`src/rtl/uart_tx_seq.sv`:
```
// uart_tx_seq: buffered UART transmitter. A small FIFO accepts words on a
// valid/ready handshake; a framer serialises them as start, data (LSB first),
// optional parity and one or two stop bits, with an optional idle gap.
module uart_tx_seq #(
  parameter int CLKS_PER_BIT = 217,
  parameter int DATA_BITS    = 8,
  parameter int PARITY       = 0,
  parameter int STOP_BITS    = 1,
  parameter int GAP_CLKS     = 0,
  parameter int DEPTH        = 4
) (
  input  logic                         clk,
  input  logic                         reset,
  input  logic [DATA_BITS-1:0]         in_data,
  input  logic                         in_valid,
  output logic                         in_ready,
  output logic                         txd,
  output logic                         busy,
  output logic [$clog2(DEPTH+1)-1:0]   level,
  output logic                         frame_done
);

  localparam int BAUD_W = $clog2(CLKS_PER_BIT);
  localparam int BIT_W  = $clog2(DATA_BITS + 1);
  localparam int PTR_W  = $clog2(DEPTH);
  localparam int LVL_W  = $clog2(DEPTH + 1);
  localparam int GAP_W  = (GAP_CLKS > 1) ? $clog2(GAP_CLKS) : 1;

  localparam logic [BAUD_W-1:0] BAUD_LOAD = BAUD_W'(CLKS_PER_BIT - 1);
  localparam logic [GAP_W-1:0]  GAP_LOAD  = GAP_W'((GAP_CLKS > 0) ? GAP_CLKS - 1 : 0);
  localparam logic [BIT_W-1:0]  LAST_BIT  = BIT_W'(DATA_BITS - 1);
  localparam logic [BIT_W-1:0]  LAST_STOP = BIT_W'(STOP_BITS - 1);
  localparam logic [LVL_W-1:0]  FULL_LVL  = LVL_W'(DEPTH);

  if (DATA_BITS < 5 || DATA_BITS > 9) begin : g_bad_data_bits
    $error("uart_tx_seq: DATA_BITS must be in 5..9");
  end
  if (PARITY < 0 || PARITY > 2) begin : g_bad_parity
    $error("uart_tx_seq: PARITY must be 0, 1 or 2");
  end
  if (STOP_BITS < 1 || STOP_BITS > 2) begin : g_bad_stop_bits
    $error("uart_tx_seq: STOP_BITS must be 1 or 2");
  end
  if (DEPTH < 2 || (DEPTH & (DEPTH - 1)) != 0) begin : g_bad_depth
    $error("uart_tx_seq: DEPTH must be a power of two, at least 2");
  end
  if (CLKS_PER_BIT < 2 || CLKS_PER_BIT > 65535) begin : g_bad_cpb
    $error("uart_tx_seq: CLKS_PER_BIT must be in 2..65535");
  end
  if (GAP_CLKS < 0 || GAP_CLKS > 65535) begin : g_bad_gap
    $error("uart_tx_seq: GAP_CLKS must be in 0..65535");
  end

  typedef enum logic [2:0] {S_IDLE, S_START, S_DATA, S_PAR, S_STOP, S_GAP} state_t;

  // Parity bit for a word: XOR of the data bits, inverted for odd parity.
  function automatic logic parity_of(input logic [DATA_BITS-1:0] w);
    return (PARITY == 1) ? ~(^w) : (^w);
  endfunction

  state_t                state_q, state_d;
  logic [BAUD_W-1:0]     baud_q, baud_d;
  logic [BIT_W-1:0]      bit_q, bit_d;
  logic [GAP_W-1:0]      gap_q, gap_d;
  logic [PTR_W-1:0]      wr_ptr_q, rd_ptr_q;
  logic [LVL_W-1:0]      level_q, level_d;
  logic                  txd_q, txd_d;
  logic                  busy_q, busy_d;
  logic                  frame_done_q, frame_done_d;
  logic [DATA_BITS-1:0]  mem_q [DEPTH];
  logic [DATA_BITS-1:0]  shreg_q, shreg_d;
  logic                  par_q, par_d;
  logic [DATA_BITS-1:0]  head_word;
  logic                  push, pop, try_pop;

  assign in_ready   = ~reset && (level_q != FULL_LVL);
  assign push       = in_valid && in_ready;
  assign head_word  = mem_q[rd_ptr_q];
  assign txd        = txd_q;
  assign busy       = busy_q;
  assign level      = level_q;
  assign frame_done = frame_done_q;

  // Framer next state: per-bit baud countdown, bit sequencing and popping.
  always_comb begin
    state_d = state_q;
    baud_d  = baud_q;
    bit_d   = bit_q;
    gap_d   = gap_q;
    shreg_d = shreg_q;
    par_d   = par_q;
    pop     = 1'b0;
    try_pop = 1'b0;
    case (state_q)
      S_IDLE: try_pop = 1'b1;
      S_START: begin
        if (baud_q == '0) begin
          state_d = S_DATA;
          baud_d  = BAUD_LOAD;
          bit_d   = '0;
        end else begin
          baud_d = baud_q - BAUD_W'(1);
        end
      end
      S_DATA: begin
        if (baud_q == '0) begin
          baud_d = BAUD_LOAD;
          if (bit_q == LAST_BIT) begin
            state_d = (PARITY != 0) ? S_PAR : S_STOP;
            bit_d   = '0;
          end else begin
            bit_d   = bit_q + BIT_W'(1);
            shreg_d = shreg_q >> 1;
          end
        end else begin
          baud_d = baud_q - BAUD_W'(1);
        end
      end
      S_PAR: begin
        if (baud_q == '0) begin
          state_d = S_STOP;
          baud_d  = BAUD_LOAD;
          bit_d   = '0;
        end else begin
          baud_d = baud_q - BAUD_W'(1);
        end
      end
      S_STOP: begin
        if (baud_q == '0) begin
          if (bit_q == LAST_STOP) begin
            if (GAP_CLKS > 0) begin
              state_d = S_GAP;
              gap_d   = GAP_LOAD;
            end else begin
              try_pop = 1'b1;
            end
          end else begin
            bit_d  = bit_q + BIT_W'(1);
            baud_d = BAUD_LOAD;
          end
        end else begin
          baud_d = baud_q - BAUD_W'(1);
        end
      end
      S_GAP: begin
        if (gap_q == '0) try_pop = 1'b1;
        else             gap_d   = gap_q - GAP_W'(1);
      end
      default: state_d = S_IDLE;
    endcase
    // A frame boundary starts the next word straight away if one is waiting.
    if (try_pop) begin
      if (level_q != '0) begin
        pop     = 1'b1;
        state_d = S_START;
        baud_d  = BAUD_LOAD;
        shreg_d = head_word;
        par_d   = parity_of(head_word);
      end else begin
        state_d = S_IDLE;
      end
    end
    case (state_d)
      S_START: txd_d = 1'b0;
      S_DATA:  txd_d = shreg_d[0];
      S_PAR:   txd_d = par_d;
      default: txd_d = 1'b1;
    endcase
    frame_done_d = (state_d == S_STOP) && (baud_d == '0) && (bit_d == LAST_STOP);
  end

  // FIFO occupancy and the busy flag that depends on it.
  always_comb begin
    level_d = level_q;
    if (push && !pop)      level_d = level_q + LVL_W'(1);
    else if (!push && pop) level_d = level_q - LVL_W'(1);
    busy_d = !((state_d == S_IDLE) && (level_d == '0));
  end

  // Control state and registered outputs; reset drops the frame and flushes the FIFO.
  always_ff @(posedge clk or posedge reset) begin
    if (reset) begin
      state_q      <= S_IDLE;
      baud_q       <= '0;
      bit_q        <= '0;
      gap_q        <= '0;
      wr_ptr_q     <= '0;
      rd_ptr_q     <= '0;
      level_q      <= '0;
      txd_q        <= 1'b1;
      busy_q       <= 1'b0;
      frame_done_q <= 1'b0;
    end else begin
      state_q      <= state_d;
      baud_q       <= baud_d;
      bit_q        <= bit_d;
      gap_q        <= gap_d;
      wr_ptr_q     <= push ? wr_ptr_q + PTR_W'(1) : wr_ptr_q;
      rd_ptr_q     <= pop  ? rd_ptr_q + PTR_W'(1) : rd_ptr_q;
      level_q      <= level_d;
      txd_q        <= txd_d;
      busy_q       <= busy_d;
      frame_done_q <= frame_done_d;
    end
  end

  // Datapath storage: FIFO array, shift register and latched parity bit.
  always_ff @(posedge clk) begin
    if (push) mem_q[wr_ptr_q] <= in_data;
    shreg_q <= shreg_d;
    par_q   <= par_d;
  end

endmodule

```
`config.mk`:
```
export PLATFORM = sky130hd
export DESIGN_NAME = uart_tx_seq
export DESIGN_NICKNAME = d
export VERILOG_FILES = /design/src/rtl/uart_tx_seq.sv
export SDC_FILE = /design/constraint.sdc
export NUM_CORES = 1
export LEC_CHECK = 0
export BUFFER_PORTS_ARGS = -buffer_cell sky130_fd_sc_hd__clkbuf_2
export CORE_ASPECT_RATIO = 0.5
export CORE_MARGIN = 5
export CORE_UTILIZATION = 45
export CTS_CLUSTER_SIZE = 40
export DETAILED_ROUTE_END_ITERATION = 10
export HOLD_SLACK_MARGIN = 0.1
export PLACE_DENSITY = 0.61
export SLEW_MARGIN = 15
export SYNTH_ARGS = -nofsm -noshare
export SYNTH_HDL_FRONTEND = slang
export SYNTH_SLANG_ARGS = --single-unit
```
`constraint.sdc`:
```
create_clock -name clk -period 4.02 [get_ports clk]
set_input_delay 0.201 -clock clk [delete_from_list [all_inputs] [get_ports clk]]
set_output_delay 0.201 -clock clk [all_outputs]
set_load 0.01 [all_outputs]
```
== Word-level counts from Yosys, hierarchy flattened ==
Memories as Yosys holds them, arrays and structs flattened.
Index checks and enable logic that the tools add are counted.

* Memory bits (writable): 32
* Memories kept: 1
* Input port bits: 11
* ROM bits: 0
* Bits in latches: 0
* Register bits: 35
* Logic and storage cells: 92
* Output and inout port bits: 7

* Muxes and demuxes: 38
* Equality and inequality tests: 11
* $mul: 0
* Shift-type cells: 0
* Magnitude comparators: 0
* Bitwise logic cells: 1
* Reduce and logical (&&, ||, !) cells: 22
* $add $sub $neg: 7
* Div/mod/pow operators: 0

{| class="wikitable"
|+ Memories
! memory !! depth !! bits a word !! rd ports !! clocked after Yosys merged registers in !! write ports !! line !! source
|-
| mem_q || 4 || 8 || 1 || 0 || 1 || 70 || <nowiki>logic [DATA_BITS-1:0] mem_q [DEPTH];</nowiki>
|}

{| class="wikitable"
|+ Operators with widths
! kind !! count
|-
| two-way mux 8 bit || 10
|-
| two-way mux 3 bit || 7
|-
| two-way mux 4 bit || 5
|-
| zero test 8 bit || 2
|-
| one-hot mux 8 bit (2 select lines) || 1
|-
| == test 3 x 2 -> 1 bit, second input constant || 4
|-
| one-hot mux 3 bit (4 select lines) || 1
|-
| one-hot mux 4 bit (3 select lines) || 1
|-
| two-way mux 1 bit || 11
|-
| == test 3 bit, second input constant || 3
|-
| zero test 3 bit || 3
|-
| zero test 4 bit || 2
|-
| XOR reduction 8 bit || 1
|-
| subtractor 8 x 1 -> 8 bit, second input constant || 1
|-
| logical AND 1 bit || 7
|-
| == test 3 x 1 -> 1 bit, second input constant || 2
|-
| one-hot mux 1 bit (3 select lines) || 2
|-
| OR reduction 3 bit || 2
|-
| adder 2 x 1 -> 2 bit, second input constant || 2
|-
| adder 4 x 1 -> 4 bit, second input constant || 1
|-
| == test 4 x 3 -> 1 bit, second input constant || 1
|-
| adder 3 x 1 -> 3 bit, second input constant || 1
|-
| zero test 1 bit || 3
|-
| inequality test 3 bit, second input constant || 1
|-
| other kinds (5) || 5
|}

== Logic depth before layout (Yosys ltp) ==
* Depth after elaboration: 11
* Mapped depth: 10
* Gate-level depth less buffers: 8

== Worst setup path before layout ==
Ideal clock, no wire load.

* Path kind: register to register
* Start point: register baud_q[0]
* End point: register frame_done_q, in the netlist frame_done
* Cell stages (with the launch flop): 11
* Data arrival time: 2,196 ps
* Clock period less this slack: 2,292 ps
* Path slack: 1,728 ps
* Cells stage by stage: dfrtp_1 > inv_1 > ha_1 > or4b_1 > buf_6 > nor2_4 > buf_6 > nand2_4 > a221oi_2 > nand4_1 > nor4_2

* Word-level cells in the longest chain between the ends: 8

{| class="wikitable"
|+ RTL lines
! element !! line !! source
|-
| from (decl) || 62 || <nowiki>logic [BAUD_W-1:0] baud_q, baud_d;</nowiki>
|-
| from (signal assigned) || 195 || <nowiki>baud_q <= baud_d;</nowiki>
|-
| subtractor 8 x 1 -> 8 bit (tied with other cells) || - ||
|-
| two-way mux 8 bit (on tied branches) || - ||
|-
| one-hot mux 8 bit (2 select lines) || 94 || <nowiki>case (state_q)</nowiki>
|-
| two-way mux 8 bit || 153 || <nowiki>if (level_q != '0) begin</nowiki>
|-
| two-way mux 8 bit || 152 || <nowiki>if (try_pop) begin</nowiki>
|-
| zero test 8 bit || 169 || <nowiki>frame_done_d = (state_d == S_STOP) && (baud_d == '0) && (bit_d == LAST_STOP);</nowiki>
|-
| logical AND 1 bit || 169 ||
|-
| logical AND 1 bit * || 169 ||
|-
| via frame_done_d || 69 || <nowiki>logic frame_done_q, frame_done_d;</nowiki>
|-
| to (signal assigned) || 203 || <nowiki>frame_done_q <= frame_done_d;</nowiki>
|-
| to (decl) || 69 ||
|}

The timed path passes the listed nets; every way through them passes the cells marked *.
A chain may end at the register's enable or synchronous reset.

== Worst setup path in the final report ==
* Start point: register baud_q[0]
* End point: register busy_q, in the netlist busy

* Word-level cells in the longest chain between the ends: 10

{| class="wikitable"
|+ RTL lines
! element !! line !! source
|-
| zero test 8 bit * || - ||
|-
| two-way mux 1 bit || 129 || <nowiki>if (baud_q == '0) begin</nowiki>
|-
| one-hot mux 1 bit (3 select lines) || 94 ||
|-
| two-way mux 1 bit || 152 ||
|-
| logical AND 1 bit or zero test 1 bit (tied branches) || 176, 175 ||
|-
| two-way mux 3 bit or logical AND 1 bit (tied branches) || 176, 175 ||
|-
| two-way mux 3 bit || 175 || <nowiki>if (push && !pop) level_d = level_q + LVL_W'(1);</nowiki>
|-
| zero test 3 bit || 177 || <nowiki>busy_d = !((state_d == S_IDLE) && (level_d == '0));</nowiki>
|-
| logical AND 1 bit * || 177 ||
|-
| zero test 1 bit * || 177 ||
|-
| via busy_d || 68 || <nowiki>logic busy_q, busy_d;</nowiki>
|-
| to (signal assigned) || 202 || <nowiki>busy_q <= busy_d;</nowiki>
|-
| to (decl) || 68 ||
|}

Marks and branches as above.

==> results.txt <==
Mean routed wirelength per cell: 16.0 um
NetSw: 0.864 mW
Cell variety after synth: 59
Via count of the first global-routing pass: 2129
Path type of the worst setup path: register to register
Part of the power in combinational logic: 0.304
Fraction of final layout cells with drive strength greater than 1: 0.184
Most utilized layer in the global route result: met2
Maximum fanout along the worst path: 24
Number of buffers created by CTS: 9
Main combinational cell family by area after synthesis: simple AND/OR/NAND/NOR gates
Critical path buffer and inverter count: 1
Pin slew with the least headroom to its limit: 969 ps
Count of hold-fix buffers inserted at cts: 6
Count of buffers from port buffering: 17
Worst R2R End: busy
Origin of the worst setup path: baud_q[0]
Net switching fraction of the power: 0.332
Depth of the most critical reg-to-reg path: 8
Relative contribution of the clock network to total power: 0.299
Post-synthesis async set-or-reset flop share: 0.379
Tightest Hold Check Type: input port to async pin
Max stage delay on crit path: 670 ps
Gr usage total: 0.149
Hpwl dp: 4290 um
Final net count: 315
Wire length of the first global-routing pass: 10400 um
Minimum clock period: 2760 ps
Outcome: completed
Post-CTS resize count: 0
CTS Buffer Depth: 2
Setup TNS Final: 0 ps
Area of the placeable core: 6830 um^2
Clock tree from TritonCTS: built
Clock Latency Late Sink: 330 ps
Syn Std Cell Area: 3240 um^2
Clock transition at the register clock pins on the worst setup and hold paths after CTS: 60 ps
Remaining global-route overflow: 0
# rows: 21
Total of fill cells in the finished design: 578
Final period util: 0.687
Count of inserted antenna diode cells: 0
Number of placed instances, taps included: 369
Number of hold violations in the final report: 0
Internal reg-to-reg setup slack: 1260 ps
First-pass detailed-route iteration total: 4
WP data required: 4280 ps
DRC viols: 0
Count of warnings emitted by yosys: 0
Number of enable flip-flop cells after synthesis: 32
Top-Level Pins: 18
Instance count on the critical path: 8
Cell family contributing the most delay on the critical path: simple AND/OR/NAND/NOR gates
Initial core utilization: 0.474
Chip Height: 70.0 um
Reg power frac: 0.397
Register Area: 1770 um^2
Total number of clock tree sinks: 66
Power density over the cells: 696 nW/um^2
Via count: 2147
Final count of negative-setup-slack endpoints: 0
CTS H-tree depth: 3
Via/cell ratio: 5.49
Mean post-synth cell area: 12.0 um^2
Root Driver: sky130_fd_sc_hd__clkbuf_16
Number of instances in the synthesized netlist: 270
Global-route met1 utilization: 0.192
Largest net degree at the start of global routing: 26
Starting DRC count in detailed routing: 155
Share of the synthesized netlist area taken by xor and xnor gates: 0.0379
Compound-gate portion of the synthesized area: 0.117
Net count of the mapped netlist: 291
Post-CTS setup buffer count: 0
Total detailed-routing wirelength: 6260 um
Static Leak: 1.47 nW
CP cell instances: inv_1 -> ha_1 -> or4b_1 -> nor3_4 -> o21a_2 -> nand2_1 -> a211o_1 -> nand4b_1
Critical-path top delay cell: sky130_fd_sc_hd__or4b_1
Area delta synth->final: 15.6%
Fmax achieved: 362 MHz
CP startpoint kind: register
Critical Path End Type: register
Area occupied by multi-input gates: 1370 um^2
Routed Antenna Nets: 0
Die outline area: 9090 um^2
Relative slew margins: 0.353
Fraction of met2 tracks used by global routing: 0.231
Post-Synth Adder-Cell Area: 0.0386
Internal power summed over all cells: 1.74 mW
Multiplexer share of the synthesized area: 0.0835
Met3 capacity usage during global routing: 0.0503
Antenna violations before repair: 0
Sequential area share after synthesis: 0.546
Post-synth top flop: sky130_fd_sc_hd__edfxtp_1
Overall die width: 130 um
Final Max Tran Viols: 0
Skew final: 5.78 ps
RSZ-0062 raised after global routing: false
Crit path DAT: 3020 ps
End point of the critical path: busy
Flop and latch count out of synthesis: 66
Maximum vdd ir drop: 0.311 mV
Tightest hold margin: 89.3 ps
RR Startpoint: baud_q[0]
Count of max-cap constraint violations: 0
Area share of and/or/nand/nor cells after synthesis: 0.146
Final cell count without fillers: 391
Final GP Congestion: 0.848
[worst min-delay path by stage]
stage | from | end | slack [ps]
floorplan | reset | baud_q[0] | 230
global placement | in_data[7] | mem_q[3][7] | 420
detailed placement | in_data[7] | mem_q[2][7] | 420
CTS | in_data[0] | mem_q[2][0] | 110
global route | in_data[0] | mem_q[3][0] | 120
finish | reset | wr_ptr_q[0] | 90
[worst reg2reg max path: cells and delay by family, from the launching register on]
kind	cells	cell delay, ps
AOI/OAI and AO/OA	2	760
and+or+nand+nor	4	1220
adders and majority gates	1	210
buffers and inverters	1	100
DFF	1	410
[layout by cell type (no fill, tap or decap), types with 6 or more instances in the layout]
master                          Yosys  layout
sky130_fd_sc_hd__nand2_1           27      27
sky130_fd_sc_hd__inv_1             11      11
sky130_fd_sc_hd__mux2i_1            9       9
sky130_fd_sc_hd__clkbuf_16          0       9
sky130_fd_sc_hd__nor2_1            16      16
sky130_fd_sc_hd__o21ai_0           16      16
sky130_fd_sc_hd__dfrtp_1           24      24
sky130_fd_sc_hd__a21oi_1            9       9
sky130_fd_sc_hd__dfxtp_1            9       9
sky130_fd_sc_hd__xnor2_1           13      13
sky130_fd_sc_hd__clkbuf_2           0      17
sky130_fd_sc_hd__edfxtp_1          32      32
sky130_fd_sc_hd__dlygate4sd3_1      0       6
sky130_fd_sc_hd__ha_1              10      10
sky130_fd_sc_hd__mux4_2             8       8
[sequential cells by signal, summed over array words and instances, names as in the netlist, 2 cells and up]
| name | flops |
|---|---|
| level | 3 |
| shreg_q | 8 |
| state_q | 3 |
| mem_q | 32 |
| wr_ptr_q | 2 |
| bit_q | 4 |
| baud_q | 8 |
| rd_ptr_q | 2 |
[per-layer routing]
layer | vias to the layer above | share of wire
met5 | - | 0
met4 | 0 | 0.012
met3 | 7 | 0.038
met2 | 46 | 0.48
met1 | 1045 | 0.47
li1 | 1049 | -
[Yosys cell counts (5+ instances only)]
library cell	n	area [um^2]
sky130_fd_sc_hd__inv_1	11	41.3
sky130_fd_sc_hd__ha_1	10	125
sky130_fd_sc_hd__nor2_1	16	60.1
sky130_fd_sc_hd__nor2b_1	5	31.3
sky130_fd_sc_hd__mux2i_1	9	90.1
sky130_fd_sc_hd__a21oi_1	9	45.0
sky130_fd_sc_hd__xnor2_1	13	114
sky130_fd_sc_hd__o21ai_0	16	80.1
sky130_fd_sc_hd__dfxtp_1	9	180
sky130_fd_sc_hd__dfrtp_1	24	601
sky130_fd_sc_hd__mux4_2	8	180
sky130_fd_sc_hd__edfxtp_1	32	961
sky130_fd_sc_hd__nand2_1	27	101
[through the flow]
| stage | total power [mW] | utilization | area [um^2] | setup slack [ps] |
|---|---|---|---|---|
| floorplan | 1.65 | - | 3240 | 1730 |
| global placement | 1.82 | 0.495 | 3380 | 1380 |
| detailed placement | 1.83 | 0.495 | 3380 | 1280 |
| CTS | 2.63 | 0.548 | 3740 | 1270 |
| global route | 2.77 | 0.548 | 3740 | 1080 |
| finish | 2.60 | 0.548 | 3740 | 1260 |
[layout make-up]
cell class / count / share of cell area
clock buffer: 9 / 0.0602
clock inverter: 7 / 0.0204
inverter: 11 / 0.0110
multi-input combinational: 183 / 0.366
sequential: 66 / 0.472
tap: 92 / 0.0308
timing repair buffer: 23 / 0.0388
[power groups by stage]
stage	clock (mW)	combinational (mW)	sequential, mW
2_1_floorplan	0	0.672	0.975
3_3_place_gp	0	0.777	1.04
3_5_place_dp	0	0.787	1.05
4_1_cts	0.798	0.795	1.04
5_1_grt	0.831	0.875	1.06
6_report	0.779	0.791	1.04
[cells by family (layout without fill, tap and decap cells)]
kind of cell | after synthesis | after routing
adder cells (fa/ha/maj) | 10 | 10
AND/OR/NAND/NOR | 86 | 86
multiplexers | 17 | 17
XOR/XNOR | 14 | 14
AO/OA/AOI/OAI | 56 | 56
flip-flops | 66 | 66
buffers and inverters | 21 | 50
No activity file was read; power rests on OpenSTA's default activity.
